File: src/rtl/read_submodule.sv
// Single-beat read initiator: issues one AR handshake, waits for one R beat,
// and holds the captured data/response until the next read completes.
module read_submodule #(
   parameter int ADDR_WDTH = 4,
   parameter int DATA_WDTH = 32,
   parameter int RESP_WDTH = 1
) (
   input  logic                 clk,
   input  logic                 rst,
   output logic                 ar_valid,
   input  logic                 ar_ready,
   output logic [ADDR_WDTH-1:0] ar_address,
   input  logic                 r_valid,
   output logic                 r_ready,
   input  logic [DATA_WDTH-1:0] r_data,
   input  logic [RESP_WDTH-1:0] r_resp,
   input  logic                 start,
   input  logic [ADDR_WDTH-1:0] addr,
   output logic                 done,
   output logic [DATA_WDTH-1:0] data,
   output logic [RESP_WDTH-1:0] resp,
   output logic                 err,
   output logic                 fsm_error
);

   typedef enum logic [2:0] {
      IDLE           = 3'd0,
      SEND_AR        = 3'd1,
      WAIT_R         = 3'd2,
      PROCESS_R_RESP = 3'd3,
      FSM_ERROR      = 3'd7
   } state_e;

   // Raw 3-bit storage so the unused encodings 4-6 remain representable and detectable.
   logic [2:0]           state_q, state_d;
   logic [ADDR_WDTH-1:0] reg_addr_q, reg_addr_d;
   logic [DATA_WDTH-1:0] data_q, data_d;
   logic [RESP_WDTH-1:0] resp_q, resp_d;
   logic                 err_q, err_d;

   // Next-state and datapath update
   always_comb begin
      state_d    = state_q;
      reg_addr_d = reg_addr_q;
      data_d     = data_q;
      resp_d     = resp_q;
      err_d      = err_q;
      case (state_q)
         IDLE: begin
            if (start) begin
               state_d    = SEND_AR;
               reg_addr_d = addr;
               err_d      = 1'b0;
            end else begin
               state_d = IDLE;
            end
         end
         SEND_AR: begin
            if (ar_ready) begin
               state_d = WAIT_R;
            end else begin
               state_d = SEND_AR;
            end
         end
         WAIT_R: begin
            if (r_valid) begin
               state_d = PROCESS_R_RESP;
               data_d  = r_data;
               resp_d  = r_resp;
            end else begin
               state_d = WAIT_R;
            end
         end
         PROCESS_R_RESP: begin
            err_d   = (resp_q != {RESP_WDTH{1'b0}});
            state_d = IDLE;
         end
         FSM_ERROR: state_d = FSM_ERROR;
         default:   state_d = FSM_ERROR;
      endcase
   end

   // State and result registers
   always_ff @(posedge clk) begin
      if (rst) begin
         state_q    <= IDLE;
         reg_addr_q <= {ADDR_WDTH{1'b0}};
         data_q     <= {DATA_WDTH{1'b0}};
         resp_q     <= {RESP_WDTH{1'b0}};
         err_q      <= 1'b0;
      end else begin
         state_q    <= state_d;
         reg_addr_q <= reg_addr_d;
         data_q     <= data_d;
         resp_q     <= resp_d;
         err_q      <= err_d;
      end
   end

   assign ar_valid   = (state_q == SEND_AR);
   assign r_ready    = (state_q == WAIT_R);
   assign done       = (state_q == IDLE);
   assign fsm_error  = !((state_q == IDLE) || (state_q == SEND_AR) ||
                         (state_q == WAIT_R) || (state_q == PROCESS_R_RESP));
   assign ar_address = reg_addr_q;
   assign data       = data_q;
   assign resp       = resp_q;
   assign err        = err_q;

endmodule

File: config.mk
export PLATFORM = sky130hd
export DESIGN_NAME = read_submodule
export DESIGN_NICKNAME = d
export VERILOG_FILES = /design/src/rtl/read_submodule.sv
export SDC_FILE = /design/constraint.sdc
export NUM_CORES = 1
export LEC_CHECK = 0
export ABC_AREA = 1
export BUFFER_PORTS_ARGS = -buffer_cell sky130_fd_sc_hd__buf_2
export CAP_MARGIN = 20
export CORE_MARGIN = 2
export CORE_UTILIZATION = 41
export CTS_CLUSTER_SIZE = 12
export DETAILED_ROUTE_END_ITERATION = 10
export PLACE_DENSITY_LB_ADDON = 0.15
export REMOVE_ABC_BUFFERS = 1
export SYNTH_ARGS = -nofsm -noshare
export SYNTH_HDL_FRONTEND = slang
export SYNTH_SLANG_ARGS = --single-unit
File: constraint.sdc
create_clock -name clk -period 1.4 [get_ports clk]
set_clock_uncertainty 0.2 [all_clocks]
set_input_delay 0.14 -clock clk [delete_from_list [all_inputs] [get_ports clk]]
set_output_delay 0.14 -clock clk [all_outputs]
set_load 0.1 [all_outputs]
==> metrics.txt <==
outcome finished, violations left; failing checks negative setup slack; initial antenna violation count 0; Tcrit/Tclk final 1.08; FF+latch count, synth 41; Starting Density 0.435; adder-cell share of the synthesized area 0; # port buffers 83; data required time of the worst path 1.06 ns; vias per cell 4.21; post-synthesis mux area share 0; hold endpoint ar_address[2]; vias in the first global route 1775; die height 69.8 µm; RSZ-0062 raised after global routing yes; Synth Area per Inst 6.68 µm²; H-tree levels 2; HP Class in2reg; worst reg2reg path depth 7; Gate power share 0.333; Routed wire per std cell 10.5 µm; largest family of logic cells by synthesized area simple AND/OR/NAND/NOR gates; Final Setup Violations 37; drt first pass iters 4; pre-CTS setup slack 0.0342 ns; Num CTS Buffers 5; Worst Path Max Fanout 5; Tightest Pin Transition 0.486 ns; routed wire length 4.74 mm; leakage 1.70 nW; post-synthesis compound-gate area fraction 0.00845; Hold Path Origin start; Finished Layout Cells 451; CTS tree built; Max Fclk 662 MHz; reg2reg setup slack -0.05 ns; Crit-path slowest cell dfxtp_2; Slew headroom 0.678; Final Hold Fails 0; reg2reg start state_q[0]; Cells after DPL 395; total number of vias 1899; first-pass GRT wire length 7.51 mm; WP data arrival 1.17 ns; Critical Path Source Type flop; nets@finish 444; max cap viols 0; Clock Power Share 0.236; slowest stage delay, CP 0.33 ns; ANT nets after route 0; PwrDens 902 mW/mm²; CTS Buffer Depth 2; Bufs and invs on worst path 3; CTS clock-pin slew for the worst setup and hold paths 0.07 ns; TritonCTS Sinks 41; Inserted Diodes 0; Cells after Synth 266; share of layout cells above drive strength 1 0.354; largest net degree at the start of global routing 48; io pins 84; Skew-Pair Late Insertion Delay 0.28 ns; Setup WS post-layout -0.112 ns; Psw 1.03 mW; GP Congestion 0.808; Chip Width 69.8 µm; switch share 0.352; Site Rows 23; distinct cell type count after synthesis 16; P_int 1.90 mW; cell area after synthesis 0.00178 mm²; Crit Path Class reg2out; Flop pwr share 0.431; CP delay by family, top buffers and inverters; filler cell count 281; GR Util All Layers 0.189; core footprint 0.00409 mm²; final slew viol count 0; HPWL Detailed 2.66 mm; grt ovf 0; DRC 0; Worst Setup End Kind output port; hold depth 4; area grow syn2layout 83.2%; die area 0.00488 mm²; worst ir drop on vdd 0.608 mV; Ys Warns 0; sequential share of the synthesized area 0.462; post-layout min period 1.51 ns; clk root buf clkbuf_8; RR Endpoint data[28]; worst-path cell chain buf_6, nor3_2, buf_4, buf_12; post-synthesis xor/xnor area fraction 0; DRT iter0 DRCs 82; Simple-Gate Fraction of Synth Area 0.392; Setup Total Neg Slack -1.32 ns
[sequential cells by signal (all words and copies together) (netlist names)]
signal      cells
ar_address      4
data           32
err             1
resp            1
state_q         3
[how the worst max path moves through the flow]
| stage | end | cells past startpoint | slack [ns] | from |
|---|---|---|---|---|
| floorplan | state_q[1] | 3 | -2.15 | state_q[2] |
| global placement | r_ready | 4 | 0.07 | state_q[2] |
| detailed placement | state_q[0] | 6 | 0.03 | state_q[0] |
| CTS | r_ready | 4 | -0.12 | state_q[2] |
| global route | data[6] | 7 | -0.15 | state_q[0] |
| finish | r_ready | 4 | -0.11 | state_q[2] |
[cell usage after synthesis]
cell type   n  area, µm²
a21oi_1     3       15.0
buf_1       2       7.51
buf_2       3       15.0
buf_4       1       7.51
buf_6       4       45.0
clkbuf_1    2       7.51
dfxtp_1    41        821
inv_1      42        158
inv_2       1       3.75
nand2_1    80        300
nand3_1     1       5.00
nand3_2     2       20.0
nor2_1     62        233
nor2_2     18        113
nor2_4      1       11.3
nor3_1      3       15.0
[stage by stage]
stage,power [mW],area (µm²),hold slack (ns),utilization
floorplan,1.85,1690,0.00907,-
global placement,2.11,2540,0.162,0.623
detailed placement,2.12,2540,0.169,0.623
CTS,2.93,3100,0.0925,0.758
global route,3.08,3250,0.139,0.796
finish,2.93,3250,0.104,0.796
[repair_timing]
| item | 4_1_cts | 5_1_grt |
|---|---|---|
| resized for setup | 15 | 31 |
| endpoints found under the hold margin | 41 | 0 |
| cloned | 0 | 3 |
| pin swaps | 4 | 0 |
| endpoints found under the setup margin | 6 | 56 |
| hold buffers | 39 | 0 |
| setup buffers | 6 | 2 |
[routing by layer]
metal  GRT usage  wire [µm]  up-vias
met4      0.0641         76        0
met3      0.0654        312        7
met5           0          0        -
met1       0.203       1890      807
li1            -          -     1030
met2       0.342       2460       55
[layout by cell type, fill, tap and decap left out]
cell	instances
a21oi_1	3
buf_12	23
buf_2	42
buf_4	15
buf_6	3
clkbuf_16	1
clkbuf_4	18
clkbuf_8	5
clkinv_2	1
dfxtp_1	38
dfxtp_2	1
dfxtp_4	2
dlygate4sd3_1	39
inv_1	41
inv_2	1
inv_4	1
nand2_1	76
nand2_2	4
nand3_1	1
nand3_2	1
nand3_4	1
nor2_1	61
nor2_2	17
nor2_4	3
nor3_2	3
[tightest hold or removal path, delay by kind of cell]
kind	cells	cell delay [ns]
buffers and inverters	1	0.11
AND/OR/NAND/NOR	3	0.30
[cell families (layout without fill, tap and decap cells)]
group,count (synthesis),in the layout
compound gates,3,3
buf+inv,55,190
flops,41,41
simple gates,167,167
[power groups by stage]
stage / combinational, mW / sequential [mW] / clock (mW)
5_1_grt: 1.04 / 1.27 / 0.770
4_1_cts: 0.930 / 1.26 / 0.738
6_report: 0.978 / 1.26 / 0.693
3_3_place_gp: 0.824 / 1.29 / 0
3_5_place_dp: 0.827 / 1.29 / 0
2_1_floorplan: 0.218 / 1.63 / 0
[final cells by class]
type,count,area [µm²],area share
tap,50,62.6,0.0192
sequential,41,830,0.255
clock buffer,5,68.8,0.0211
clock inverter,1,5.00,0.00154
timing repair buffer,141,1370,0.420
multi-input combinational,170,757,0.233
inverter,43,164,0.0504
No activity file was read; power rests on OpenSTA's default activity.
